[config.mk]
export PLATFORM = sky130hd
export DESIGN_NAME = fetch_stage
export DESIGN_NICKNAME = d
export VERILOG_FILES = /design/src/rtl/fetch_stage_pkg.sv /design/src/rtl/fetch_perf_ctr.sv /design/src/rtl/fetch_stage.sv
export SDC_FILE = /design/constraint.sdc
export NUM_CORES = 1
export LEC_CHECK = 0
export BUFFER_PORTS_ARGS = -buffer_cell sky130_fd_sc_hd__buf_2
export CAP_MARGIN = 40
export CORE_ASPECT_RATIO = 1.5
export CORE_MARGIN = 5
export CORE_UTILIZATION = 52
export CTS_CLUSTER_DIAMETER = 200
export DETAILED_ROUTE_END_ITERATION = 6
export PLACE_DENSITY = 0.84
export SLEW_MARGIN = 30
export SYNTH_ARGS = -nofsm -noshare
export SYNTH_HDL_FRONTEND = slang
export SYNTH_SLANG_ARGS = --single-unit
[constraint.sdc]
create_clock -name clk -period 4.7 [get_ports clk]
set_input_delay 0.94 -clock clk [delete_from_list [all_inputs] [get_ports clk]]
set_output_delay 0.94 -clock clk [all_outputs]
set_load 0.01 [all_outputs]
[src/rtl/fetch_stage_pkg.sv]
// Shared constants for the fetch stage: opcodes, the bubble word and FSM state encodings.
package fetch_stage_pkg;

    localparam logic [3:0]  OP_HLT   = 4'hF;
    localparam logic [15:0] NOP_WORD = 16'h0000;

    localparam logic [1:0] ST_FETCH  = 2'd0;
    localparam logic [1:0] ST_WAIT   = 2'd1;
    localparam logic [1:0] ST_HALTED = 2'd2;

    function automatic logic is_hlt(input logic [15:0] word);
        return word[15:12] == OP_HLT;
    endfunction

endpackage

[src/rtl/fetch_perf_ctr.sv]
// Saturating event counter with synchronous active-low reset.
module fetch_perf_ctr #(
    parameter int W = 32
) (
    input  logic         clk,
    input  logic         rst_n,
    input  logic         inc,
    output logic [W-1:0] count
);

    logic [W-1:0] count_reg;

    always_ff @(posedge clk) begin
        if (!rst_n) begin
            count_reg <= '0;
        end else if (inc && (count_reg != '1)) begin
            count_reg <= count_reg + W'(1);
        end
    end

    assign count = count_reg;

endmodule

[src/rtl/fetch_stage.sv]
// Instruction fetch stage with IF/ID register; handles misses, stall, redirect and HLT.
// Optional FETCH_PERF_EN adds saturating fetch and miss-cycle counters.
module fetch_stage
    import fetch_stage_pkg::*;
#(
    parameter int              PC_W     = 16,
    parameter logic [PC_W-1:0] RESET_PC = '0
) (
    input  logic            clk,
    input  logic            rst_n,
    input  logic            stall,
    input  logic            redirect_valid,
    input  logic [PC_W-1:0] redirect_pc,
    output logic            imem_req,
    output logic [PC_W-1:0] imem_addr,
    input  logic            imem_rdy,
    input  logic [15:0]     imem_data,
    output logic [15:0]     instr,
    output logic            instr_valid,
    output logic [PC_W-1:0] instr_pc,
    output logic [PC_W-1:0] instr_pc1,
`ifdef FETCH_PERF_EN
    output logic [31:0]     perf_fetch_cnt,
    output logic [31:0]     perf_miss_cyc,
`endif
    output logic            halted
);

    logic [1:0]      state_reg, state_next;
    logic [PC_W-1:0] pc_reg, pc_next;
    logic [PC_W-1:0] pc_plus1;
    logic [15:0]     instr_reg, instr_next;
    logic            instr_valid_reg, instr_valid_next;
    logic [PC_W-1:0] instr_pc_reg, instr_pc_next;
    logic [PC_W-1:0] instr_pc1_reg, instr_pc1_next;

    assign pc_plus1 = pc_reg + PC_W'(1);

    always_comb begin
        state_next       = state_reg;
        pc_next          = pc_reg;
        instr_next       = instr_reg;
        instr_valid_next = instr_valid_reg;
        instr_pc_next    = instr_pc_reg;
        instr_pc1_next   = instr_pc1_reg;
        if (redirect_valid) begin
            // Any data returned this cycle belongs to the squashed path.
            pc_next          = redirect_pc;
            instr_next       = NOP_WORD;
            instr_valid_next = 1'b0;
            state_next       = ST_FETCH;
        end else if (!stall) begin
            if (state_reg == ST_HALTED) begin
                instr_next       = NOP_WORD;
                instr_valid_next = 1'b0;
            end else if (imem_rdy) begin
                instr_next       = imem_data;
                instr_valid_next = 1'b1;
                instr_pc_next    = pc_reg;
                instr_pc1_next   = pc_plus1;
                if (is_hlt(imem_data)) begin
                    state_next = ST_HALTED;
                end else begin
                    pc_next    = pc_plus1;
                    state_next = ST_FETCH;
                end
            end else begin
                instr_next       = NOP_WORD;
                instr_valid_next = 1'b0;
                state_next       = ST_WAIT;
            end
        end
    end

    always_ff @(posedge clk) begin
        if (!rst_n) begin
            state_reg       <= ST_FETCH;
            pc_reg          <= RESET_PC;
            instr_reg       <= NOP_WORD;
            instr_valid_reg <= 1'b0;
            instr_pc_reg    <= '0;
            instr_pc1_reg   <= '0;
        end else begin
            state_reg       <= state_next;
            pc_reg          <= pc_next;
            instr_reg       <= instr_next;
            instr_valid_reg <= instr_valid_next;
            instr_pc_reg    <= instr_pc_next;
            instr_pc1_reg   <= instr_pc1_next;
        end
    end

    assign imem_req    = rst_n && (state_reg != ST_HALTED);
    assign imem_addr   = pc_reg;
    assign instr       = instr_reg;
    assign instr_valid = instr_valid_reg;
    assign instr_pc    = instr_pc_reg;
    assign instr_pc1   = instr_pc1_reg;
    assign halted      = (state_reg == ST_HALTED);

`ifdef FETCH_PERF_EN
    logic hit_consume, miss_cycle;

    // A miss cycle is any unstalled request left unanswered, including the first one.
    assign hit_consume = !redirect_valid && !stall && (state_reg != ST_HALTED) && imem_rdy;
    assign miss_cycle  = !redirect_valid && !stall && (state_reg != ST_HALTED) && !imem_rdy;

    fetch_perf_ctr #(.W(32)) u_fetch_ctr (
        .clk   (clk),
        .rst_n (rst_n),
        .inc   (hit_consume),
        .count (perf_fetch_cnt)
    );

    fetch_perf_ctr #(.W(32)) u_miss_ctr (
        .clk   (clk),
        .rst_n (rst_n),
        .inc   (miss_cycle),
        .count (perf_miss_cyc)
    );
`endif

endmodule

==> results of run 1 <==
[where the power goes]
part / switching, W / internal, W
Clock: 0.000208 / 0.000327
Sequential: 0.0000251 / 0.000590
Combinational: 0.0000736 / 0.0000524
[final cells by class]
class | count | area (sq um)
Fill cell | 437 | 1628
Sequential cell | 67 | 1341
Multi-Input combinational cell | 228 | 1323
Timing Repair Buffer | 105 | 530.5
Clock buffer | 12 | 155.1
Tap cell | 68 | 85.08
Clock inverter | 4 | 72.57
Inverter | 8 | 30.03
[cells in the final DEF (no fill, tap or decap), types with 3 or more instances in the layout]
| cell | netlist | final |
|---|---|---|
| a211oi_1 | 7 | 7 |
| a21oi_1 | 28 | 28 |
| a22oi_1 | 16 | 16 |
| a31oi_1 | 14 | 14 |
| and2_1 | 6 | 6 |
| buf_2 | 11 | 103 |
| clkbuf_8 | 0 | 11 |
| dfxtp_1 | 67 | 67 |
| inv_1 | 6 | 6 |
| nand2_1 | 42 | 42 |
| nand3_1 | 9 | 9 |
| nand4_1 | 3 | 3 |
| nor2_1 | 31 | 30 |
| nor3_1 | 3 | 3 |
| nor4_2 | 4 | 4 |
| o21ai_0 | 21 | 21 |
| o22ai_1 | 6 | 6 |
| or3_1 | 5 | 5 |
| xnor2_1 | 12 | 12 |
| xor2_1 | 3 | 3 |
[synth_stat cells, types with 2 or more instances]
library cell	instances
nand3_1	9
and2_1	6
clkinv_1	2
clkbuf_1	12
dfxtp_1	67
a22oi_1	16
nor3_1	3
o31ai_1	2
or3_1	5
a31oi_1	14
o21ai_0	21
nor2_1	31
xor2_1	3
nor3_2	2
nand2b_1	2
buf_2	11
or4_1	2
a21oi_1	28
nor4_2	4
a211oi_1	7
o22ai_1	6
xnor2_1	12
inv_1	6
nand2_1	42
nand4_1	3
[logic make-up (layout without fill, tap and decap cells)]
kind of cell | after synthesis | in the layout | share of synthesized area
buf+inv | 32 | 129 | 0.04843
flops | 67 | 67 | 0.4807
compound gates | 96 | 96 | 0.2067
xor+xnor | 15 | 15 | 0.04709
fa+ha+maj | 1 | 1 | 0.004484
simple gates | 116 | 116 | 0.2126
[per-layer routing]
layer | vias to the layer above | routed length (um) | GRT usage
met5 | - | 0 | 0
met4 | 0 | 53 | 0.08407
met3 | 4 | 610 | 0.06977
met2 | 89 | 3661 | 0.3780
met1 | 1245 | 2741 | 0.2271
li1 | 1341 | - | -
[per-stage QoR]
step           cell area, sq um  utilization  std cells  setup WS [ns]
3_3_place_gp               3307       0.6403        476          1.859
2_1_floorplan              2790            -        327          2.015
4_1_cts                    3537       0.6848        492          2.141
5_1_grt                    3537       0.6848        492          1.878
6_report                   3537       0.6848        492          2.144
3_5_place_dp               3309       0.6407        476          1.787
[how the worst max path moves through the flow]
stage,from,endpoint,slack [ns],cells past startpoint
after floorplan,rst_n,imem_req,2.02,4
after detailed placement,redirect_valid,instr_pc[2]$_SDFFE_PN0P_,1.79,5
after global placement,redirect_valid,instr_pc1[1]$_SDFFE_PN0P_,1.86,5
final,rst_n,imem_req,2.14,4
after CTS,rst_n,imem_req,2.14,4
after global routing,redirect_valid,instr_pc[15]$_SDFFE_PN0P_,1.88,5
[worst min-delay path, delay by kind of cell, from the launching register on]
kind | cells | cell delay, ns
DFF | 1 | 0.31
AOI/OAI and AO/OA | 1 | 0.05
and+or+nand+nor | 1 | 0.05
==> results.md, run 1 <==
- Slowest-stage cell, CP: buf_2
- Top_reg_cell synth: dfxtp_1
- Top post-synthesis cells by area: dfxtp_1 (48%), nand2_1 (5.7%), a21oi_1 (5.0%)
- Std-Cell Rows: 32
- Register-to-register setup slack: 2.66 ns
- Vias per cell: 5.445
- Hold-critical path depth: 2
- Worst-Skew Late Latency: 0.34 ns
- Final Critical Period: 2.556 ns
- Hold_sp: instr_pc[10]$_SDFFE_PN0P_
- Post-detail-place hpwl: 5104 um
- Reg2reg path depth: 6
- Die area: 0.006961 sq mm
- CTS tree: built
- Global Route Usage Sum: 0.2111
- CP required: 3.76 ns
- Ratio of cells with drive above 1 in the final layout: 0.3137
- Post-CTS resize count: 0
- Critical Path Max Stage Delay: 0.27 ns
- DR iter-0 viols: 145
- #FFs+latches synth: 67
- Wire per inst: 14.36 um
- CTS Hold Buffers Added: 0
- Critical path class: input pin to output port
- Residual DRC: 0
- Endpoints failing setup: 0
- Vias in the first global route: 2672
- Seq/Total Area, Yosys: 0.4807
- First-pass GRT wire length: 11960 um
- Clock Path Buffers: 2
- Initial Util: 0.5402
- Worst hold path class: register to register
- Fin nets: 457
- Post-synth EDFFs: 0
- Mapped Avg Cell Area: 8.533 sq um
- H-Tree Depth: 3
- FF-to-FF End: instr_pc1[3]$_SDFFE_PN0P_
- CTS clk-pin slew, worst paths: 0.07 ns
- Slew HR: 0.4855
- Critical R2R Launch: state_reg[0]$_SDFFE_PP0P_
- Crit-path cells: buf_2 -> clkinv_1 -> nor2_1 -> buf_2
- TNS Setup: 0 ns
- Post-route ant nets: 0
- Yosys Warn Count: 0
- Vias: 2679
- Netlist cell types: 36
- WL final: 7066 um
- Peak Freq: 391.2 MHz
- Maximum vdd drop: 0.0002309 V
- Clock skew: 0.008536 ns
- Core Area: 0.005165 sq mm
- Worst-Margin Slew: 0.7696 ns
- Hold EP: instr_pc[10]$_SDFFE_PN0P_
- Setup crit end kind: output port
- Design Power: 0.001275 W
- I/O pin count: 104
- Crit path max fanout: 18
- Antenna cells: 0
- RSZ-0062 raised after global routing: false
- Async S/R FF share, synth: 0
- Initial antenna violation count: 0
- Leak: 1.463 nW
- Die height: 99.72 um
- Tcrit/Tclk final: 0.5439
- Drt pass-1 iters: 4
- Mapped Nets: 365
- Port Buffers: 103
- Critical Path AT: 1.62 ns
- Total gr overflow: 0
- Cell mode on critical path: buf_2
- Fin. max-slew vios: 0
- Hold Vio Cnt, Final: 0
- # Max-Cap Violations: 0
- Chip width: 69.81 um
- Delay-heaviest family, CP: buffers and inverters
- Post-CTS setup repair buffer count: 0
- Hold slack: 0.4532 ns
- Post-synthesis cell count: 327
- Post-synth top area cell: dfxtp_1
- CTS Root Cell: clkbuf_8
- Area grow syn2layout: 26.77%
- Clk sinks: 67
- Status: complete, no violations
- Largest net degree at the start of global routing: 34
- Gp weighted congestion: 0.7834
- Mapped Area: 0.002790 sq mm
- Top-area cell type share of the netlist area: 0.4807
- TritonCTS Buffers: 9
- CP Buf/Inv Count: 3
- Power per Cell Area: 360.5 mW/mm^2
- Crit start category: input pin
Note: power is estimated with default switching activity, not from simulation.
==> run 2, diff against run 1 <==
--- a/config.mk
+++ b/config.mk
@@ -5,14 +5,15 @@
 export SDC_FILE = /design/constraint.sdc
 export NUM_CORES = 1
 export LEC_CHECK = 0
+export ABC_AREA = 1
 export BUFFER_PORTS_ARGS = -buffer_cell sky130_fd_sc_hd__buf_2
 export CAP_MARGIN = 40
 export CORE_ASPECT_RATIO = 1.5
 export CORE_MARGIN = 5
-export CORE_UTILIZATION = 52
+export CORE_UTILIZATION = 49
 export CTS_CLUSTER_DIAMETER = 200
 export DETAILED_ROUTE_END_ITERATION = 6
-export PLACE_DENSITY = 0.84
+export PLACE_DENSITY = 0.79
 export SLEW_MARGIN = 30
 export SYNTH_ARGS = -nofsm -noshare
 export SYNTH_HDL_FRONTEND = slang
==> constraint.sdc (replaced) <==
create_clock -name clk -period 2.6 [get_ports clk]
set_input_delay 0.52 -clock clk [delete_from_list [all_inputs] [get_ports clk]]
set_output_delay 0.52 -clock clk [all_outputs]
set_load 0.01 [all_outputs]
==> run 2 against run 1 <==
  * Sequential share of layout area shrank 1.2 points
  * Clock skew shrank 0.0037 ns
  * Clock power grew 85%
  * Global-route usage grew 0.27 points
  * Register-to-register slack lost 1.8 ns
  * Non-clock buffer count grew 3
==> results.md, run 2 <==
- Design Power: 0.002353 W (+85%)
- Multi-input logic area: 0.001310 sq mm (-0.95%)
- Critical path class: input pin to register
- Post-CTS resize count: 0 (unchanged)
- Final core utilization: 0.6319 (-0.05291)
- Crit start category: input pin
- Critical Path Max Stage Delay: 0.46 ns (+0.19 ns)
- Global Route Usage Sum: 0.2139 (+0.002720)
- Async S/R FF share, synth: 0 (unchanged)
- # Max-Cap Violations: 0 (unchanged)
- Commonest cells after routing, fill and taps aside: nand2_1 (109), buf_2 (103), dfxtp_1 (67)
- CP required: 2.83 ns (-0.93 ns)
- Die area: 0.007601 sq mm (+9.2%)
- Status: complete, no violations
- Core Area: 0.005786 sq mm (+12%)
- Vias: 2932 (+9.4%)
- Vias in the first global route: 2869 (+7.4%)
- Post-route ant nets: 0 (unchanged)
- Fin nets: 542 (+19%)
- Ratio of cells with drive above 1 in the final layout: 0.2574 (-0.05631)
- Top-area cell type share of the netlist area: 0.4617 (-0.01905)
- CTS tree: built
- CTS Root Cell: clkbuf_8
- Peak Freq: 548.6 MHz
- #FFs+latches synth: 67 (unchanged)
- CP Buf/Inv Count: 2 (-1)
- Setup crit end kind: register
- Synth cell count leaders: nand2_1 (109), dfxtp_1 (67), a21oi_1 (50)
- Slew HR: 0.5674 (+0.08188)
- WL final: 7808 um (+11%)
- Worst hold path class: input pin to register
- Most frequent cell after synthesis: nand2_1
- Die height: 104.3 um (+4.6%)
- Area grow syn2layout: 25.84%
- TNS Setup: 0 ns (unchanged)
- Crit-path cells: buf_2 -> inv_1 -> o21ai_0 -> nand3_1 -> a21boi_0 -> a21oi_1
- Final Critical Period: 1.823 ns
- Total gr overflow: 0 (unchanged)
- Residual DRC: 0 (unchanged)
- H-Tree Depth: 3 (unchanged)
- CTS Hold Buffers Added: 0 (unchanged)
- Drt pass-1 iters: 4 (unchanged)
- Fin. max-slew vios: 0 (unchanged)
- Slowest-stage cell, CP: nand3_1
- Port Buffers: 103 (unchanged)
- Yosys Warn Count: 0 (unchanged)
- CTS clk-pin slew, worst paths: 0.07 ns (about the same)
- Sequential Area: 0.001341 sq mm (unchanged)
- Crit path max fanout: 21 (+3)
- Seq/Total Area, Yosys: 0.4617 (-0.01905)
- Non-Filler Instances: 581 (+18%)
- Mapped Area: 0.002905 sq mm (+4.1%)
- Power per Cell Area: 643.7 mW/mm^2 (+79%)
- Netlist cell types: 28 (-22%)
- Std-Cell Rows: 34 (+6.3%)
- Most common cell after layout, fill and taps aside: nand2_1
- Mapped Nets: 443 (+21%)
- Clk sinks: 67 (unchanged)
- Gp weighted congestion: 0.9145 (+17%)
- Post-CTS setup repair buffer count: 0 (unchanged)
- Post-synth EDFFs: 0 (unchanged)
- Antenna cells: 0 (unchanged)
- Clock Path Buffers: 2 (unchanged)
- Top post-synthesis cells by area: dfxtp_1 (46%), nand2_1 (14%), a21oi_1 (8.6%)
- Initial Util: 0.5022 (-0.03805)
- Delay-heaviest family, CP: compound AO/OA/AOI/OAI gates
- First-pass GRT wire length: 12840 um (+7.4%)
- Endpoints failing setup: 0 (unchanged)
- Worst-Skew Late Latency: 0.35 ns (about the same)
- Wire per inst: 13.44 um (-6.4%)
- Vias per cell: 5.046 (-7.3%)
- I/O pin count: 104 (unchanged)
- Leak: 1.787 nW (+22%)
- RSZ-0062 raised after global routing: false
- DR iter-0 viols: 217 (+50%)
- Placed cells: 565 (+19%)
- Fill cells: 589 (+35%)
- Post-synth top area cell: dfxtp_1
- Clock skew: 0.004826 ns (-0.003710 ns)
- TritonCTS Buffers: 9 (unchanged)
- Chip width: 72.87 um (+4.4%)
- Post-synthesis cell count: 405 (+24%)
- Critical Path AT: 2.05 ns (+0.43 ns)
- Initial antenna violation count: 0 (unchanged)
- Tcrit/Tclk final: 0.7010
- Worst-Margin Slew: 0.6482 ns (-0.1214 ns)
- Hold Vio Cnt, Final: 0 (unchanged)
- Mapped Avg Cell Area: 7.174 sq um (-16%)
- Post-detail-place hpwl: 5713 um (+12%)
- Maximum vdd drop: 0.0005373 V (+130%)
- Largest net degree at the start of global routing: 27 (-21%)
- Top_reg_cell synth: dfxtp_1
==> run 2: cell count changes in the layout (fill, tap and decap cells not counted), moves of 6 or more <==
cell / change
a211oi_1: -6
a21boi_0: +11
a21oi_1: +22
a22oi_1: -15
a31oi_1: -14
and2_1: -6
inv_1: +25
nand2_1: +67
nor2_1: +19
o21ai_0: +9
o22ai_1: -6
xnor2_1: -11
==> run 2: path summary, 6_finish.rpt <==
check / from / to / slack (ns) / cells past startpoint
hold reg to reg: instr_pc1[0]$_SDFFE_PN0P_ / instr_pc1[0]$_SDFFE_PN0P_ / 0.46 / 2
setup reg to reg: state_reg[0]$_SDFFE_PP0P_ / instr_pc1[8]$_SDFFE_PN0P_ / 0.91 / 10
setup / recovery: redirect_valid / imem_addr[10]$_SDFFE_PN0P_ / 0.78 / 6
hold / removal: imem_data[10] / instr[10]$_SDFFE_PP0N_ / 0.41 / 3
==> run 2: tightest hold or removal path, delay by kind of cell <==
kind            cells  cell delay (ns)
buf+inv             1             0.09
simple gates        1             0.05
compound gates      1             0.05
==> run 2: per-layer routing <==
metal,part of all wire,up-vias,global-route usage
li1,-,1495,-
met1,0.38,1337,0.2344
met2,0.52,91,0.3727
met3,0.084,9,0.06383
met4,0.014,0,0.08707
met5,0,-,0
==> run 2: through the flow <==
stage / cell area (sq um) / setup slack (ns) / hold slack [ns]
floorplan: 2905 / 0.7714 / 0.4436
global placement: 3430 / 0.5364 / 0.4399
detailed placement: 3430 / 0.4020 / 0.4546
CTS: 3656 / 0.7796 / 0.4112
global route: 3656 / 0.6259 / 0.4100
finish: 3656 / 0.7773 / 0.4127
==> run 2: layout make-up <==
cell class	instances	area share
repair buffers	108	0.1513
multi-input cells	283	0.3583
inverters	35	0.03696
clock buffers	11	0.04141
well taps	72	0.02464
clock inverters	5	0.02053
flip-flops and latches	67	0.3669
==> run 2: cell families (layout without fill, tap and decap cells) <==
kind of cell / after synthesis / in the layout / share of synthesized area
DFF: 67 / 67 / 0.4617
adders and majority gates: 1 / 1 / 0.004306
buffers and inverters: 55 / 159 / 0.08742
and+or+nand+nor: 177 / 177 / 0.2450
xor gates and xnor gates: 6 / 6 / 0.01809
AOI/OAI and AO/OA: 99 / 99 / 0.1835
==> run 2: report_power, final <==
part           switching, W  internal (W)
clock network      0.000399      0.000587
registers         0.0000362       0.00107
logic              0.000158      0.000101
total              0.000593       0.00176
==> run 3, diff against run 2 <==
--- a/config.mk
+++ b/config.mk
@@ -10,10 +10,10 @@
 export CAP_MARGIN = 40
 export CORE_ASPECT_RATIO = 1.5
 export CORE_MARGIN = 5
-export CORE_UTILIZATION = 49
+export CORE_UTILIZATION = 44
 export CTS_CLUSTER_DIAMETER = 200
 export DETAILED_ROUTE_END_ITERATION = 6
-export PLACE_DENSITY = 0.79
+export PLACE_DENSITY = 0.75
 export SLEW_MARGIN = 30
 export SYNTH_ARGS = -nofsm -noshare
 export SYNTH_HDL_FRONTEND = slang
==> constraint.sdc (replaced) <==
create_clock -name clk -period 1.6 [get_ports clk]
set_input_delay 0.32 -clock clk [delete_from_list [all_inputs] [get_ports clk]]
set_output_delay 0.32 -clock clk [all_outputs]
set_load 0.01 [all_outputs]
==> run 3 against run 2 <==
  * Critical path depth up 1
  * Global-route usage down 1.6 points
  * Sequential share of layout area fell by 1.2 points
  * Routed wire length increased by 3.5%
  * Non-clock buffer count is 11 higher
  * Highest routed layer unchanged
==> results.md, run 3 (synthesized netlist as in run 2, its figures left out) <==
- Endpoints failing setup: 0 (unchanged)
- Residual DRC: 0 (unchanged)
- Final Critical Period: 1.504 ns
- Peak Freq: 665.1 MHz
- Die area: 0.008361 sq mm (+10%)
- CTS Hold Buffers Added: 0 (unchanged)
- Initial Util: 0.4479 (-0.05425)
- Post-detail-place hpwl: 6038 um (+5.7%)
- Leak: 1.843 nW (+3.1%)
- Drt pass-1 iters: 5 (+1)
- Crit-path cells: nand2_1 -> nor2_1 -> nand2_1 -> o21ai_0 -> nand2_1 -> o21ai_0 -> inv_1
- Post-route ant nets: 0 (unchanged)
- Vias in the first global route: 3042 (+6.0%)
- Gp weighted congestion: 0.8244 (-9.9%)
- Flop pwr share: 0.469 (-0.002)
- Net Sw Frac: 0.2566 (+0.004430)
- Worst-Margin Slew: 0.3063 ns (-0.3419 ns)
- Commonest cells after routing, fill and taps aside: nand2_1 (108), buf_2 (103), dfxtp_1 (66)
- Fin nets: 553 (+2.0%)
- CP Buf/Inv Count: 1 (-1)
- Chip width: 76.35 um (+4.8%)
- Delay-heaviest family, CP: simple AND/OR/NAND/NOR gates
- Psw: 0.0009843 W (+66%)
- Maximum vdd drop: 0.0009088 V (+69%)
- Internal power: 0.002852 W (+62%)
- Power per Cell Area: 1013 mW/mm^2 (+57%)
- Critical Path Max Stage Delay: 0.46 ns (about the same)
- Vias: 3006 (+2.5%)
- # Max-Cap Violations: 0 (unchanged)
- Global Route Usage Sum: 0.1981 (-0.01573)
- Tcrit/Tclk final: 0.9397
- Ratio of cells with drive above 1 in the final layout: 0.2788 (+0.02148)
- Crit path max fanout: 6 (-71%)
- Setup crit end kind: register
- First-pass GRT wire length: 13350 um (+4.0%)
- Area grow syn2layout: 30.36%
- Initial antenna violation count: 0 (unchanged)
- Total gr overflow: 0 (unchanged)
- Crit start category: register
- Slew HR: 0.7951 (+0.2277)
- CTS Root Cell: clkbuf_8
- H-Tree Depth: 3 (unchanged)
- Register-to-register setup slack: 0.1 ns (-0.81 ns)
- Port Buffers: 103 (unchanged)
- Die height: 109.5 um (+5.0%)
- Wire per inst: 13.57 um (+0.94%)
- Cell mode on critical path: nand2_1
- Status: complete, no violations
- Critical Path AT: 1.74 ns (-0.31 ns)
- Final core utilization: 0.5839 (-0.04801)
- DR iter-0 viols: 193 (-11%)
- Std-Cell Rows: 36 (+5.9%)
- Logic pwr share: 0.120 (+0.010)
- DP Worst Slack: 0.09900 ns (-0.3030 ns)
- RSZ-0062 raised after global routing: false
- Clk sinks: 67 (unchanged)
- Largest net degree at the start of global routing: 36 (+33%)
- Hold Vio Cnt, Final: 0 (unchanged)
- Slowest-stage cell, CP: dfxtp_1
- TNS Setup: 0 ns (unchanged)
- I/O pin count: 104 (unchanged)
- Antenna cells: 0 (unchanged)
- Worst-Skew Late Latency: 0.35 ns (about the same)
- Core Area: 0.006486 sq mm (+12%)
- Most common cell after layout, fill and taps aside: nand2_1
- Vias per cell: 5.044 (about the same)
- CTS clk-pin slew, worst paths: 0.08 ns (about the same)
- WL final: 8085 um (+3.5%)
- Clock skew: 0.01095 ns (+0.006127 ns)
- Final WS setup: 0.09642 ns (-0.6809 ns)
- TritonCTS Buffers: 9 (unchanged)
- CTS tree: built
- Clock power share: 0.411 (-0.008)
- Critical path class: register to register
- Clock Path Buffers: 2 (unchanged)
- Worst hold path class: input pin to register
- Post-CTS setup repair buffer count: 0 (unchanged)
- CP required: 1.83 ns (-1.00 ns)
- Fin. max-slew vios: 0 (unchanged)
## run 3: final cells by class
type                            count  area (sq um)
Timing Repair Buffer              119         673.1
Multi-Input combinational cell    283          1315
Clock buffer                       10         137.6
Clock inverter                      6         88.84
Inverter                           35         135.1
Tap cell                           76         95.09
Sequential cell                    67          1343
Fill cell                         615          2699
## run 3: worst reg2reg max path: stages (launching register included)
cell	delay, ns
dfxtp_1	0.46
nand2_1	0.12
nor2_1	0.11
nand2_1	0.16
o21ai_0	0.21
nand2_1	0.10
o21ai_0	0.19
inv_1	0.05
## run 3: power groups by stage
stage               combinational (W)  clock [W]  sequential, W
global route                 0.000521    0.00168        0.00181
global placement             0.000455          0        0.00183
floorplan                    0.000223          0        0.00186
finish                       0.000460    0.00158        0.00180
detailed placement           0.000463          0        0.00184
CTS                          0.000466    0.00161        0.00180
## run 3: metrics by stage
step           std cells  hold slack (ns)  power, W  instance area, sq um
2_1_floorplan        405           0.4436  0.002087                  2905
3_3_place_gp         580           0.4391  0.002289                  3555
3_5_place_dp         580           0.4550  0.002299                  3555
4_1_cts              596           0.2037  0.003870                  3781
5_1_grt              596           0.2060  0.004009                  3787
6_report             596           0.2134  0.003837                  3787
## run 3: worst paths after layout
path,start,endpoint,depth (start not counted)
max reg2reg,imem_addr[6]$_SDFFE_PN0P_,instr_pc1[15]$_SDFFE_PN0P_,7
min,imem_data[4],instr[4]$_SDFFE_PP0N_,3
max,imem_addr[6]$_SDFFE_PN0P_,instr_pc1[15]$_SDFFE_PN0P_,7
min reg2reg,instr[1]$_SDFFE_PP0N_,instr[1]$_SDFFE_PP0N_,2
## run 3: routing by layer
metal	global-route usage	wire length, um
met3	0.07541	666
met1	0.1921	2992
met5	0	0
met2	0.3670	4235
met4	0.09500	191
## run 3: repair_timing
| action | in CTS | in global routing |
|---|---|---|
| setup endpoints to repair | 0 | 9 |
| hold endpoints to repair | 0 | 0 |
| resized for setup | 0 | 3 |
